$ cat src/rtl/demux_pkg.sv
// demux_pkg: shared types and constants for the serial-to-lane
// demux deserializer.
package demux_pkg;

  localparam int LANES_DEF = 16;

  localparam logic MODE_ADDR = 1'b0;
  localparam logic MODE_SEQ  = 1'b1;

  typedef enum logic [1:0] {
    IDLE = 2'b00,
    FILL = 2'b01,
    HOLD = 2'b10
  } demux_state_e;

endpackage

$ cat src/rtl/demux_lane_decoder.sv
// demux_lane_decoder: select-to-one-hot lane write enable,
// gated by the transfer strobe.
module demux_lane_decoder
  import demux_pkg::*;
#(
  parameter int LANES = LANES_DEF,
  parameter int SEL_W = $clog2(LANES)
) (
  input  logic [SEL_W-1:0] sel_i,
  input  logic             stb_i,
  output logic [LANES-1:0] we_o
);

  // One-hot enable for the addressed lane, all-zero without strobe
  always_comb begin
    we_o = '0;
    if (stb_i) we_o[sel_i] = 1'b1;
  end

endmodule

$ cat src/rtl/sixteen_to_one_demux_deser.sv
// sixteen_to_one_demux_deser: serial bit stream to LANES-wide word.
// Optional DEMUX_DUP_ERR_EN adds the dup_err duplicate-write flag.
module sixteen_to_one_demux_deser
  import demux_pkg::*;
#(
  parameter  int LANES = LANES_DEF,
  localparam int SEL_W = $clog2(LANES)
) (
  input  logic             clk,
  input  logic             rst_n,
  input  logic             din,
  input  logic             din_valid,
  output logic             din_ready,
  input  logic [SEL_W-1:0] sel,
  input  logic             seq_mode,
  output logic [LANES-1:0] dout,
  output logic             dout_valid,
  input  logic             dout_ready,
  output logic             busy
`ifdef DEMUX_DUP_ERR_EN
  ,
  output logic             dup_err
`endif
);

  demux_state_e     state_q, state_d;
  logic [LANES-1:0] dout_q, dout_d;
  logic [LANES-1:0] mask_q, mask_d;
  logic [SEL_W-1:0] cnt_q, cnt_d;
  logic             mode_q, mode_d;

  logic             xfer;
  logic [SEL_W-1:0] lane;
  logic [LANES-1:0] we;

  assign xfer = din_valid & (state_q == FILL);
  assign lane = (mode_q == MODE_SEQ) ? cnt_q : sel;

  demux_lane_decoder #(
    .LANES (LANES),
    .SEL_W (SEL_W)
  ) u_dec (
    .sel_i (lane),
    .stb_i (xfer),
    .we_o  (we)
  );

  // State register
  always_ff @(posedge clk) begin
    if (!rst_n) state_q <= IDLE;
    else        state_q <= state_d;
  end

  // Next state: frame ends on a full mask, restarts on handshake
  always_comb begin
    state_d = state_q;
    unique case (state_q)
      IDLE:    state_d = FILL;
      FILL:    if (&mask_d) state_d = HOLD;
      HOLD:    if (dout_ready) state_d = FILL;
      default: state_d = IDLE;
    endcase
  end

  // Handshake outputs decoded from the registered state
  always_comb begin
    din_ready  = 1'b0;
    dout_valid = 1'b0;
    busy       = 1'b0;
    unique case (state_q)
      FILL: begin
        din_ready = 1'b1;
        busy      = 1'b1;
      end
      HOLD: begin
        dout_valid = 1'b1;
        busy       = 1'b1;
      end
      default: ;
    endcase
  end

  // Datapath next state: lane writes, mask, counter, mode
  always_comb begin
    dout_d = dout_q;
    mask_d = mask_q;
    cnt_d  = cnt_q;
    mode_d = mode_q;
    unique case (state_q)
      IDLE: mode_d = seq_mode;
      FILL: begin
        dout_d = (dout_q & ~we) | ({LANES{din}} & we);
        mask_d = mask_q | we;
        if (xfer && mode_q == MODE_SEQ)
          cnt_d = cnt_q + SEL_W'(1);
      end
      HOLD: begin
        if (dout_ready) begin
          dout_d = '0;
          mask_d = '0;
          cnt_d  = '0;
          mode_d = seq_mode;
        end
      end
      default: ;
    endcase
  end

  // Datapath registers
  always_ff @(posedge clk) begin
    if (!rst_n) begin
      dout_q <= '0;
      mask_q <= '0;
      cnt_q  <= '0;
      mode_q <= MODE_ADDR;
    end else begin
      dout_q <= dout_d;
      mask_q <= mask_d;
      cnt_q  <= cnt_d;
      mode_q <= mode_d;
    end
  end

  assign dout = dout_q;

`ifdef DEMUX_DUP_ERR_EN
  logic dup_q, dup_d;

  assign dup_d = xfer & (mode_q == MODE_ADDR) & (|(we & mask_q));

  // One-cycle flag after an addressed write to an already-written lane
  always_ff @(posedge clk) begin
    if (!rst_n) dup_q <= 1'b0;
    else        dup_q <= dup_d;
  end

  assign dup_err = dup_q;
`endif

endmodule

$ cat config.mk
export PLATFORM = sky130hd
export DESIGN_NAME = sixteen_to_one_demux_deser
export DESIGN_NICKNAME = d
export VERILOG_FILES = /design/src/rtl/demux_pkg.sv /design/src/rtl/demux_lane_decoder.sv /design/src/rtl/sixteen_to_one_demux_deser.sv
export SDC_FILE = /design/constraint.sdc
export NUM_CORES = 1
export LEC_CHECK = 0
export BUFFER_PORTS_ARGS = -buffer_cell sky130_fd_sc_hd__buf_4
export CAP_MARGIN = 20
export CELL_PAD_IN_SITES_DETAIL_PLACEMENT = 0
export CELL_PAD_IN_SITES_GLOBAL_PLACEMENT = 1
export CORE_ASPECT_RATIO = 0.7
export CORE_UTILIZATION = 35
export CTS_CLUSTER_DIAMETER = 120
export DETAILED_ROUTE_END_ITERATION = 6
export GPL_TIMING_DRIVEN = 0
export PLACE_DENSITY = 0.65
export SYNTH_ARGS = -nofsm -noshare
export SYNTH_HDL_FRONTEND = slang
export SYNTH_SLANG_ARGS = --single-unit
$ cat constraint.sdc
create_clock -name clk -period 3.8 [get_ports clk]
set_input_delay 0.57 -clock clk [delete_from_list [all_inputs] [get_ports clk]]
set_output_delay 0.57 -clock clk [all_outputs]
set_load 0.01 [all_outputs]
==> results.txt, run 1 <==
The run gives 278 as the post-synthesis net count. For the initial detailed-routing violation count, the log shows 101. After synthesis the cells add up to 2200 µm². Across the routed clock network, the largest skew measured is 0.00736 ns. STA classifies the critical path endpoint as a flip-flop. At the later pin of the worst-skew pair, clock insertion delay measures 0.30 ns. The startpoint type of the worst setup path is a flip-flop. The reported leakage power was 0.941 nW; the signal arrival time at the worst endpoint was 3.14 ns. For this run, the detailed router's first-pass iteration total came to 5. The tools report the remaining max-slew budget at the tightest pin as 50.7%. After detailed routing, the average wire length per cell comes to 17.0 µm. For the number of antenna diodes, the log shows 0.

After synthesis, the largest family of logic cells by area is simple AND/OR/NAND/NOR gates. Of the total synthesized cell area, the portion taken by XOR and XNOR cells is 0%. The largest net degree at the start of global routing was 13. After synthesis, the most frequently instantiated cells are sky130_fd_sc_hd__dfxtp_1 (39), sky130_fd_sc_hd__nand3_1 (22), sky130_fd_sc_hd__nor2b_1 (21), sky130_fd_sc_hd__nand2_1 (18), sky130_fd_sc_hd__a21oi_1 (16). Before CTS, the worst setup slack after placement is 0.863 ns. Summed over all layers, the routed wires come to 6.34 mm. In this run the deepest clock path goes through 2 buffers. TritonCTS built the clock tree. Pin placement for this block handled 29 I/O pins. For the pin with the worst max-slew slack, the measured transition is 0.734 ns. Across the run, the number of max-cap violations was 0.

Summing the areas of all fa, ha and maj instances in the mapped netlist gives 3.42% of the synthesized area. The logs give 44.6% for the final standard cell utilization of the core and 0 for the count of buffers added by post-CTS timing repair for setup. The logs give 20.8% for the overall fraction of global-route tracks in use and 4.84 mm for the half-perimeter wire length after detailed placement.

After floorplanning, the core was sized to cover 5900 µm². The remaining routing DRC violations was 0; the clock transition at the registers of the reported paths was 0.07 ns. In the synthesized netlist the async set-or-reset flop fraction comes to 0%. The logs give 621 for the number of inserted filler cells in the final layout and 46 for the distinct cell type count after synthesis. In this run, CTS created clock tree buffers numbering 5. The final RePlAce weighted congestion is 0.804. The flow ran to the end, and the final reports show no timing, DRC or antenna violations. The path class of the tightest hold or removal check is flip-flop to flip-flop. The critical path in this run is classified as flip-flop to flip-flop. Post-route worst hold slack: 0.479 ns.

Among all cell types in the netlist, the one instantiated most often is sky130_fd_sc_hd__dfxtp_1. Number of slew-limit violations in the final report: 0. Setup repair after global routing left no endpoint under its margin.

The synthesized design spends more area on one cell type than any other, namely sky130_fd_sc_hd__dfxtp_1. The floorplan die width is 96.7 µm, and the hold buffer count at CTS is 0. In this run the power density over the cells is 455 nW/µm². Biggest fanout along the worst timing path: 9. For the final number of hold-violating endpoints, the log shows 0.

Of the synthesized area, sequential elements account for 35.5%. In this run the tool buffered the top-level ports with 28 buffer cells. The post-cts sizing count is 0. Share of the synthesized area in the top cell type: 35.5%.

The tools report the initial antenna violation count as 0. The number of vias in the routed layout came out at 2042. The number of synthesized flops with an enable pin was 0; the final instance area was 2630 µm². Among all flip-flop cells after synthesis, the most frequent one is sky130_fd_sc_hd__dfxtp_1. Summing the areas of all compound-gate instances in the mapped netlist gives 25.2% of the synthesized area. The run gives 313 as the post-layout net count.

The first global-routing pass estimated 10.4 mm of wire. In the post-synthesis netlist, the biggest area contributors are sky130_fd_sc_hd__dfxtp_1 (36%), sky130_fd_sc_hd__nor2b_1 (6.0%), sky130_fd_sc_hd__nand3_1 (5.0%). Summed over all failing endpoints, the final setup total negative slack is 0 ns.

For the worst setup path, the data required time is 4.02 ns. The remaining global-route overflow was 0; the via count of the first global-routing pass was 1913. Of the total synthesized cell area, the portion taken by AND, OR, NAND and NOR gates is 29.6%.

The number of endpoints failing setup at the final stage was 0. The worst register-to-register path has a depth of 9. The die covers 6600 µm². The proportion of layout cells with a drive suffix above 1 was 17.4%; the area added between synthesis and finish was 19.9%.

Warning count from the yosys run: 0. The final critical-path share of the clock period works out to 76.8%. Across the VDD grid, the largest voltage drop is 0.000189 V.

Summing all placed instances gives a cell area of 2500 µm². After technology mapping, the gate count stands at 262. In this run the vertical extent of the chip is 68.3 µm. The clock tree root driver cell is sky130_fd_sc_hd__clkbuf_8.

The clock net sink count came out at 39. The smallest clock period supported by the final layout is computed as 2.92 ns. Dividing the detail-routed via count by the number of cells gives 5.47. The floorplan has 23 rows. The count of nets left with antenna violations once routing finished came out at 0. A synthesized cell averages 8.39 µm².

The hold path depth is 2. The timing-limited maximum frequency is 343 MHz, and the number of storage elements in the synthesis netlist is 39. CTS built an H-tree with a depth of 2. Across all setup checks in the final design, the least slack found is 0.881 ns. Once the floorplan was initialized, standard cells occupied 37.2% of the core. Mux share of post-synthesis cell area: 2.05%.
## final cells by class
cell class | instances | area (µm²) | share of cell area (%)
Multi-Input combinational cell | 202 | 1320 | 50.3
Sequential cell | 39 | 781 | 29.6
Timing Repair Buffer | 28 | 210 | 7.98
Tap cell | 75 | 93.8 | 3.56
Buffer | 17 | 77.6 | 2.95
Clock buffer | 6 | 72.6 | 2.76
Clock inverter | 2 | 60.1 | 2.28
Inverter | 4 | 15.0 | 0.570
## critical path: stages, from the launching register on
cell                       delay, ns
sky130_fd_sc_hd__dfxtp_1        0.45
sky130_fd_sc_hd__ha_1           0.20
sky130_fd_sc_hd__clkbuf_1       0.32
sky130_fd_sc_hd__nand2_1        0.12
sky130_fd_sc_hd__nor2_1         0.34
sky130_fd_sc_hd__a31oi_1        0.14
sky130_fd_sc_hd__or3b_2         0.51
sky130_fd_sc_hd__nor4_4         0.36
sky130_fd_sc_hd__mux2_4         0.34
sky130_fd_sc_hd__o211ai_2       0.07
## metal layers
layer | GRT usage [%] | routed length [µm] | up-vias
li1 | - | - | 1039
met1 | 30.7 | 3450 | 967
met2 | 31.3 | 2580 | 32
met3 | 3.68 | 262 | 4
met4 | 5.04 | 48 | 0
met5 | 0 | 0 | -
## kinds of logic (layout without fill, tap and decap cells)
| kind of cell | count (synthesis) | count (layout) |
|---|---|---|
| mux | 4 | 4 |
| buf+inv | 21 | 57 |
| simple gates | 112 | 112 |
| fa+ha+maj | 6 | 6 |
| compound gates | 80 | 80 |
| flops | 39 | 39 |
## path summary, 6_finish.rpt
| check | start | endpoint | slack, ns |
|---|---|---|---|
| worst max-delay path | state_q[0] | state_q[0] | 0.88 |
| worst max register to register | state_q[0] | state_q[0] | 0.88 |
| worst min-delay path | mask_q[15] | mask_q[15] | 0.48 |
| worst min register to register | mask_q[15] | mask_q[15] | 0.48 |
## placed cells by master, fill, tap and decap left out, types with 4 or more instances in the layout
master                     count
sky130_fd_sc_hd__clkbuf_8      5
sky130_fd_sc_hd__and3_1        4
sky130_fd_sc_hd__dfxtp_1      39
sky130_fd_sc_hd__nor2_1        9
sky130_fd_sc_hd__nand3_1      22
sky130_fd_sc_hd__a31oi_1       4
sky130_fd_sc_hd__a32oi_1       5
sky130_fd_sc_hd__nand2_1      18
sky130_fd_sc_hd__nand3b_1      4
sky130_fd_sc_hd__a21boi_0     12
sky130_fd_sc_hd__nor2b_1      21
sky130_fd_sc_hd__and2_1        7
sky130_fd_sc_hd__nor3b_1       4
sky130_fd_sc_hd__a22oi_1      14
sky130_fd_sc_hd__nand4_1       7
sky130_fd_sc_hd__inv_1         4
sky130_fd_sc_hd__o21ai_0      13
sky130_fd_sc_hd__ha_1          6
sky130_fd_sc_hd__clkbuf_1     14
sky130_fd_sc_hd__a21oi_1      16
sky130_fd_sc_hd__buf_4        29
## flip-flops by register name (all words and copies together), names as in the netlist
| signal | flops |
|---|---|
| state_q | 2 |
| cnt_q | 4 |
| dout | 16 |
| mask_q | 16 |
| mode_q | 1 |
## where the power goes
| group | total [mW] | internal, mW | switching, mW |
|---|---|---|---|
| Sequential | 0.430 | 0.419 | 0.0117 |
| Combinational | 0.352 | 0.112 | 0.240 |
| Clock | 0.416 | 0.263 | 0.154 |
## stage by stage
stage	instances	total power, mW
3_5_place_dp	365	0.790
4_1_cts	373	1.21
5_1_grt	373	1.28
6_report	373	1.20
3_3_place_gp	365	0.793
2_1_floorplan	262	0.676
Power figures use the tool's default switching activity.
==> run 2: changes to the inputs <==
Settings changed: PLACE_DENSITY 0.65 to 0.67.
Clock period 3.8 ns to 2.59 ns, I/O delays scaled along.
==> run 2 against run 1 <==
Net effect:
- cell area increased by 7.4%
- critical path depth unchanged
- hold slack worse by 0.13 ns
- first-iteration DRC count increased by 24%
- flip-flop and latch count is the same
- sequential power rose by 50%
- sequential share of layout area shrank 1.9 points
- non-clock buffer count grew 11
- clock-buffer cell count down 1
- core utilization is 3.3 points higher
- die area is the same
==> results.txt, run 2 (synthesis gave the netlist of run 1 again) <==
The biggest fanout along the worst timing path was 6 (was 9). The final RePlAce weighted congestion was 0.793 (was 0.804). The overall fraction of global-route tracks in use was 21.3% (was 20.8%); the count of input and output buffers was 28 (unchanged). The most common cell after layout, fill and taps aside is sky130_fd_sc_hd__buf_4 (was sky130_fd_sc_hd__dfxtp_1). For the remaining max-slew budget at the tightest pin, the log shows 39.2% (was 50.7%). List of cells traversed by the critical path: inv_1 -> ha_4 -> and2_1 -> o21a_1 -> a22o_1 -> or3b_4 -> nor4_4 -> mux2_4 -> o211ai_2 (was ha_1 -> clkbuf_1 -> nand2_1 -> nor2_1 -> a31oi_1 -> or3b_2 -> nor4_4 -> mux2_4 -> o211ai_2). The number of vias in the routed layout came out at 2110 (was 2042).

The tools report the number of top-level pins as 29 (unchanged). The vertical die dimension is 68.3 µm (unchanged). The worst-margin pin slew was 0.904 ns (was 0.734 ns); the area added between synthesis and finish was 28.8% (was 19.9%). The global-route wire length before repair is 10.7 mm (was 10.4 mm).

The startpoint type of the worst setup path was a flip-flop (unchanged). The area of the placeable core was 5900 µm² (unchanged); the residual antenna-violating net count after detailed routing was 0 (unchanged). Number of antenna diodes: 0 (unchanged). TritonCTS built the clock tree.

The critical path data required time was 2.81 ns (was 4.02 ns). The tools report the post-layout net count as 324 (was 313). The timing-limited maximum frequency is 393 MHz (was 343 MHz), and the clock net sink count is 39 (unchanged). The nature of the critical path endpoint was a flip-flop (unchanged). The number of inserted filler cells in the final layout came out at 596 (was 621). The final critical-path setup slack was 0.0468 ns (was 0.881 ns).

Commonest cells after routing, fill and taps aside: sky130_fd_sc_hd__buf_4 (43), sky130_fd_sc_hd__dfxtp_1 (37), sky130_fd_sc_hd__nand3_1 (21), sky130_fd_sc_hd__nor2b_1 (21), sky130_fd_sc_hd__nand2_1 (17) (was sky130_fd_sc_hd__dfxtp_1 (39), sky130_fd_sc_hd__buf_4 (29), sky130_fd_sc_hd__nand3_1 (22)). The clock transition at the registers of the reported paths is 0.08 ns (was 0.07 ns), and the buffer levels on the longest clock path is 2 (unchanged). The logs give 4 (was 5) for the number of optimization iterations in the first detailed-route pass and 0 (unchanged) for the number of endpoints failing setup at the final stage. Remaining routing DRC violations: 0 (unchanged).

The total power was 1.79 mW (was 1.20 mW); the floorplan die area was 6600 µm² (unchanged). The setup TNS came out at 0 ns (unchanged). Total detailed-routing wirelength: 6.55 mm (was 6.34 mm). The logs give -0.399 ns (was 0.863 ns) for the setup slack after placement and 5 (unchanged) for the number of clock buffers inserted by TritonCTS. The logs give 0 (unchanged) for the final number of hold-violating endpoints and 0.000274 V (was 0.000189 V) for the worst ir drop on vdd. The reported leakage power is 1.04 nW (was 0.941 nW). Biggest cell delay along the critical path: 0.40 ns (was 0.51 ns). The run finished with clean final reports.

Clock latency reported for the late side of the worst-skew pair: 0.29 ns (was 0.30 ns). The routed length per instance was 17.1 µm (was 17.0 µm). The library cell contributing the largest single delay on the critical path is sky130_fd_sc_hd__dfxtp_4 (was sky130_fd_sc_hd__or3b_2).

Final critical-path share of the clock period: 98.2% (was 76.8%). The run gives 37.2% (unchanged) as the effective utilization at floorplan. The remaining global-route overflow was 0 (unchanged); the sum of buffers and inverters on the critical path was 1 (unchanged).

The logs give 2.76 ns (was 3.14 ns) for the signal arrival time at the worst endpoint and 1968 (was 1913) for the via count of the first global-routing pass. Number of standard-cell rows in the floorplan: 23 (unchanged). The run gives 0 (unchanged) as the initial antenna violation count.

The clock tree root driver cell is sky130_fd_sc_hd__clkbuf_8 (unchanged). The hold buffer count at CTS is 0 (unchanged), and the post-route worst hold slack is 0.345 ns (was 0.479 ns). The classification of the worst setup path is flip-flop to flip-flop (unchanged). The power density normalized to cell area was 633 nW/µm² (was 455 nW/µm²).

For the number of maximum-capacitance constraint violations, the log shows 0 (unchanged). The half-perimeter wire length after detailed placement is 4.82 mm (was 4.84 mm), and the worst clock skew is 0.00440 ns (was 0.00736 ns). Initial detailed-routing violation count: 125 (was 101). Detailed-route vias per instance: 5.49 (was 5.47).

The final standard cell utilization of the core was 48.0% (was 44.6%); the number of slew-limit violations in the final report was 0 (unchanged). The classification of the worst-slack hold path was input pin to flip-flop (was flip-flop to flip-flop). The floorplan die width was 96.7 µm (unchanged); the proportion of layout cells with a drive suffix above 1 was 27.2% (was 17.4%).

The minimum clock period was 2.54 ns (was 2.92 ns). The tools report the largest net degree at the start of global routing as 14 (was 13). The maximum level of the CTS H-tree is 2 (unchanged).

Cell type group with the largest total delay on the critical path: simple AND/OR/NAND/NOR gates (unchanged).
==> run 2: worst register-to-register path, cell delays in order, from the launching register on <==
cell and delay, ns:
sky130_fd_sc_hd__dfxtp_4 0.40, sky130_fd_sc_hd__inv_1 0.09, sky130_fd_sc_hd__ha_4 0.29, sky130_fd_sc_hd__and2_1 0.15, sky130_fd_sc_hd__o21a_1 0.21, sky130_fd_sc_hd__a22o_1 0.15
sky130_fd_sc_hd__or3b_4 0.38, sky130_fd_sc_hd__nor4_4 0.39, sky130_fd_sc_hd__mux2_4 0.34, sky130_fd_sc_hd__o211ai_2 0.06
==> run 2: final cells by class <==
type / instances / area (µm²) / area share, %
inverter: 4 / 17.5 / 0.619
timing repair buffer: 41 / 308 / 10.9
sequential: 39 / 786 / 27.8
tap: 75 / 93.8 / 3.32
clock buffer: 5 / 68.8 / 2.43
clock inverter: 3 / 43.8 / 1.55
buffer: 15 / 87.6 / 3.10
multi-input combinational: 202 / 1420 / 50.3
==> run 2: per-layer routing <==
layer	track usage (%)	vias up	share of wire (%)
li1	-	1055	-
met3	4.80	4	3.6
met2	33.5	35	42
met1	30.0	1016	53
met4	3.92	0	0.56
met5	0	-	0
==> run 2: per-stage QoR <==
step	instance area (µm²)	cells
after floorplan	2200	262
after global placement	2500	365
after detailed placement	2500	365
after CTS	2760	377
after global routing	2830	384
final	2830	384
==> run 2: timing repair <==
action | CTS | global route
setup endpoints to repair | 2 | 2
resized for setup | 24 | 9
pin swaps | 2 | 9
buffers inserted | 6 | 7
==> run 2: power by group <==
group          leakage [nW]  switching (mW)  internal, mW
clock                0.0581           0.231         0.287
combinational         0.663           0.387         0.242
sequential            0.316          0.0245         0.619
==> run 2: final timing paths <==
kind               from         end  slack (ns)  cells past startpoint
max          state_q[0]  state_q[0]        0.05                      9
min reg2reg     dout[3]     dout[3]        0.48                      2
min            seq_mode      mode_q        0.35                      3
max reg2reg  state_q[0]  state_q[0]        0.05                      9
==> run 3: changes to the inputs <==
Settings changed: CORE_UTILIZATION 35 to 39, PLACE_DENSITY 0.67 to 0.74.
==> run 3 against run 2 <==
Net effect:
- die area decreased by 10%
- critical path depth unchanged
- worst setup slack improved by 0.056 ns
- hold slack improved by 0.015 ns
- clock power about the same
==> results.txt, run 3 (synthesis gave the netlist of run 1 again) <==
The flow ran to the end, and the final reports show no timing, DRC or antenna violations. The detailed-route vias per instance came out at 5.66 (was 5.49). The logs give 4 (unchanged) for the number of optimization iterations in the first detailed-route pass and 5 (unchanged) for the number of clock buffers inserted by TritonCTS. For the remaining max-slew budget at the tightest pin, the log shows 44.7% (was 39.2%). The tools report the capturing point of the worst reg2reg path as state_q[0] (unchanged). The floorplan die width is 91.7 µm (was 96.7 µm), and the clock net sink count is 39 (unchanged).

For the final critical-path setup slack, the log shows 0.103 ns (was 0.0468 ns). The final critical-path share of the clock period is 96.0% (was 98.2%). The setup slack after placement is -0.392 ns (was -0.399 ns), and the setup TNS is 0 ns (unchanged). The final number of hold-violating endpoints was 0 (unchanged); the power density normalized to cell area was 634 nW/µm² (was 633 nW/µm²). The floorplan die area was 5940 µm² (was 6600 µm²); the worst clock skew was 0.00990 ns (was 0.00440 ns). The remaining global-route overflow is 0 (unchanged), and the area added between synthesis and finish is 29.3% (was 28.8%). The number of slew-limit violations in the final report was 0 (unchanged); the final RePlAce weighted congestion was 0.827 (was 0.793). The residual antenna-violating net count after detailed routing is 0 (unchanged), and the timing-limited maximum frequency is 402 MHz (was 393 MHz). The initial antenna violation count came out at 0 (unchanged). The tools report the clock tree root driver cell as sky130_fd_sc_hd__clkbuf_8 (unchanged). The routed length per instance was 17.1 µm (about the same); the number of placed instances, taps included was 362 (was 365). The start point of the worst min-delay path was seq_mode (unchanged). The classification of the worst setup path is flip-flop to flip-flop (unchanged).

The run gives 133 (was 125) as the initial detailed-routing violation count. Classification of the worst-slack hold path: input pin to flip-flop (unchanged). The buffer levels on the longest clock path is 2 (unchanged).

Setup repair after global routing left no endpoint under its margin. The beginning of the worst register-to-register path was state_q[1] (was state_q[0]). The signal arrival time at the worst endpoint is 2.71 ns (was 2.76 ns), and the half-perimeter wire length after detailed placement is 4.68 mm (was 4.82 mm). The number of endpoints failing setup at the final stage is 0 (unchanged). The post-route worst hold slack is 0.361 ns (was 0.345 ns). The nature of the critical path endpoint is a flip-flop (unchanged). The worst ir drop on vdd was 0.000439 V (was 0.000274 V). The clock latency reported for the late side of the worst-skew pair is 0.30 ns (was 0.29 ns), and the proportion of layout cells with a drive suffix above 1 is 27.6% (was 27.2%). The vertical die dimension was 64.8 µm (was 68.3 µm); the number of maximum-capacitance constraint violations was 0 (unchanged). The most common cell after layout, fill and taps aside is sky130_fd_sc_hd__buf_4 (unchanged). The logs give 22 (was 23) for the number of standard-cell rows in the floorplan and 2.81 ns (about the same) for the critical path data required time. The depth of the most critical reg-to-reg path came out at 9 (unchanged).

TritonCTS built the clock tree. For the number of antenna diodes, the log shows 0 (unchanged). The biggest fanout along the worst timing path came out at 6 (unchanged). Via count of the first global-routing pass: 1893 (was 1968). The total detailed-routing wirelength came out at 6.48 mm (was 6.55 mm). The minimum clock period was 2.49 ns (was 2.54 ns); the post-layout net count was 323 (was 324).

The largest net degree at the start of global routing was 14 (unchanged). The maximum level of the CTS H-tree came out at 2 (unchanged). The global-route wire length before repair came out at 10.4 mm (was 10.7 mm).

The tools report the endpoint with the worst hold slack as mode_q (unchanged). Commonest cells after routing, fill and taps aside: sky130_fd_sc_hd__buf_4 (40), sky130_fd_sc_hd__dfxtp_1 (36), sky130_fd_sc_hd__nand3_1 (21), sky130_fd_sc_hd__nor2b_1 (21), sky130_fd_sc_hd__nand2_1 (17) (was sky130_fd_sc_hd__buf_4 (43), sky130_fd_sc_hd__dfxtp_1 (37), sky130_fd_sc_hd__nand3_1 (21), sky130_fd_sc_hd__nor2b_1 (21), sky130_fd_sc_hd__nand2_1 (17)). The number of top-level pins is 29 (unchanged). The remaining routing DRC violations is 0 (unchanged), and the count of input and output buffers is 28 (unchanged). The effective utilization at floorplan is 41.1% (was 37.2%), and the worst-margin pin slew is 0.822 ns (was 0.904 ns). The run gives 5340 µm² (was 5900 µm²) as the area of the placeable core.

For the reported leakage power, the log shows 1.03 nW (was 1.04 nW). The number of vias in the routed layout is 2152 (was 2110). The non-filler instance count after layout is 380 (was 384), and the clock transition at the registers of the reported paths is 0.08 ns (about the same). The tools report the startpoint type of the worst setup path as a flip-flop (unchanged).

The overall fraction of global-route tracks in use was 23.0% (was 21.3%); the hold path depth was 3 (unchanged). The tools report the slack of the worst reg-to-reg path as 0.10 ns (was 0.05 ns).
[run 3: worst max-delay path by stage]
stage	startpoint	end	slack, ns	cells past startpoint
after floorplan	state_q[1]	state_q[0]	0.04	10
after global placement	state_q[0]	state_q[0]	-0.41	9
after detailed placement	state_q[1]	state_q[0]	-0.39	10
after CTS	mode_q	state_q[0]	0.007	8
after global routing	state_q[0]	state_q[0]	0.007	9
final	state_q[1]	state_q[0]	0.10	9
[run 3: worst max-delay path: stages, from the launching register on]
cell and delay [ns]:
sky130_fd_sc_hd__dfxtp_4 0.37, sky130_fd_sc_hd__clkinv_4 0.08, sky130_fd_sc_hd__ha_4 0.28, sky130_fd_sc_hd__nand2_1 0.11, sky130_fd_sc_hd__nor2_4 0.21, sky130_fd_sc_hd__a31oi_1 0.13
sky130_fd_sc_hd__or3b_4 0.43, sky130_fd_sc_hd__nor4_4 0.39, sky130_fd_sc_hd__mux2_4 0.34, sky130_fd_sc_hd__o211ai_2 0.06
[run 3: area by class of cell]
type / instances / area (µm²)
well taps: 72 / 90.1
multi-input cells: 202 / 1440
inverters: 4 / 20.0
repair buffers: 40 / 300
clock buffers: 5 / 68.8
fillers: 537 / 2500
plain buffers: 15 / 91.3
clock inverters: 3 / 43.8
flip-flops and latches: 39 / 790
[run 3: through the flow]
stage          area (µm²)  utilization [%]  power, mW
2_1_floorplan        2200                -      0.992
3_3_place_gp         2500             46.8       1.16
3_5_place_dp         2500             46.8       1.16
4_1_cts              2770             51.9       1.79
5_1_grt              2840             53.2       1.90
6_report             2840             53.2       1.80
[run 3: repair_timing]
action	in CTS	in global routing
pin swaps	3	8
buffers inserted	5	7
endpoints found under the setup margin	2	3
gates resized for setup	27	11
hold buffers	0	0
[run 3: routing by layer]
metal | wire, µm | vias up | global-route usage, %
li1 | - | 1061 | -
met4 | 63 | 0 | 4.88
met2 | 2800 | 48 | 35.2
met3 | 324 | 9 | 4.58
met5 | 0 | - | 0
met1 | 3290 | 1034 | 33.5
[run 3: report_power, final]
group / switching [mW] / leakage (nW) / internal, mW
Clock: 0.235 / 0.0581 / 0.287
Sequential: 0.0222 / 0.317 / 0.618
Combinational: 0.396 / 0.658 / 0.244
Total: 0.653 / 1.03 / 1.15
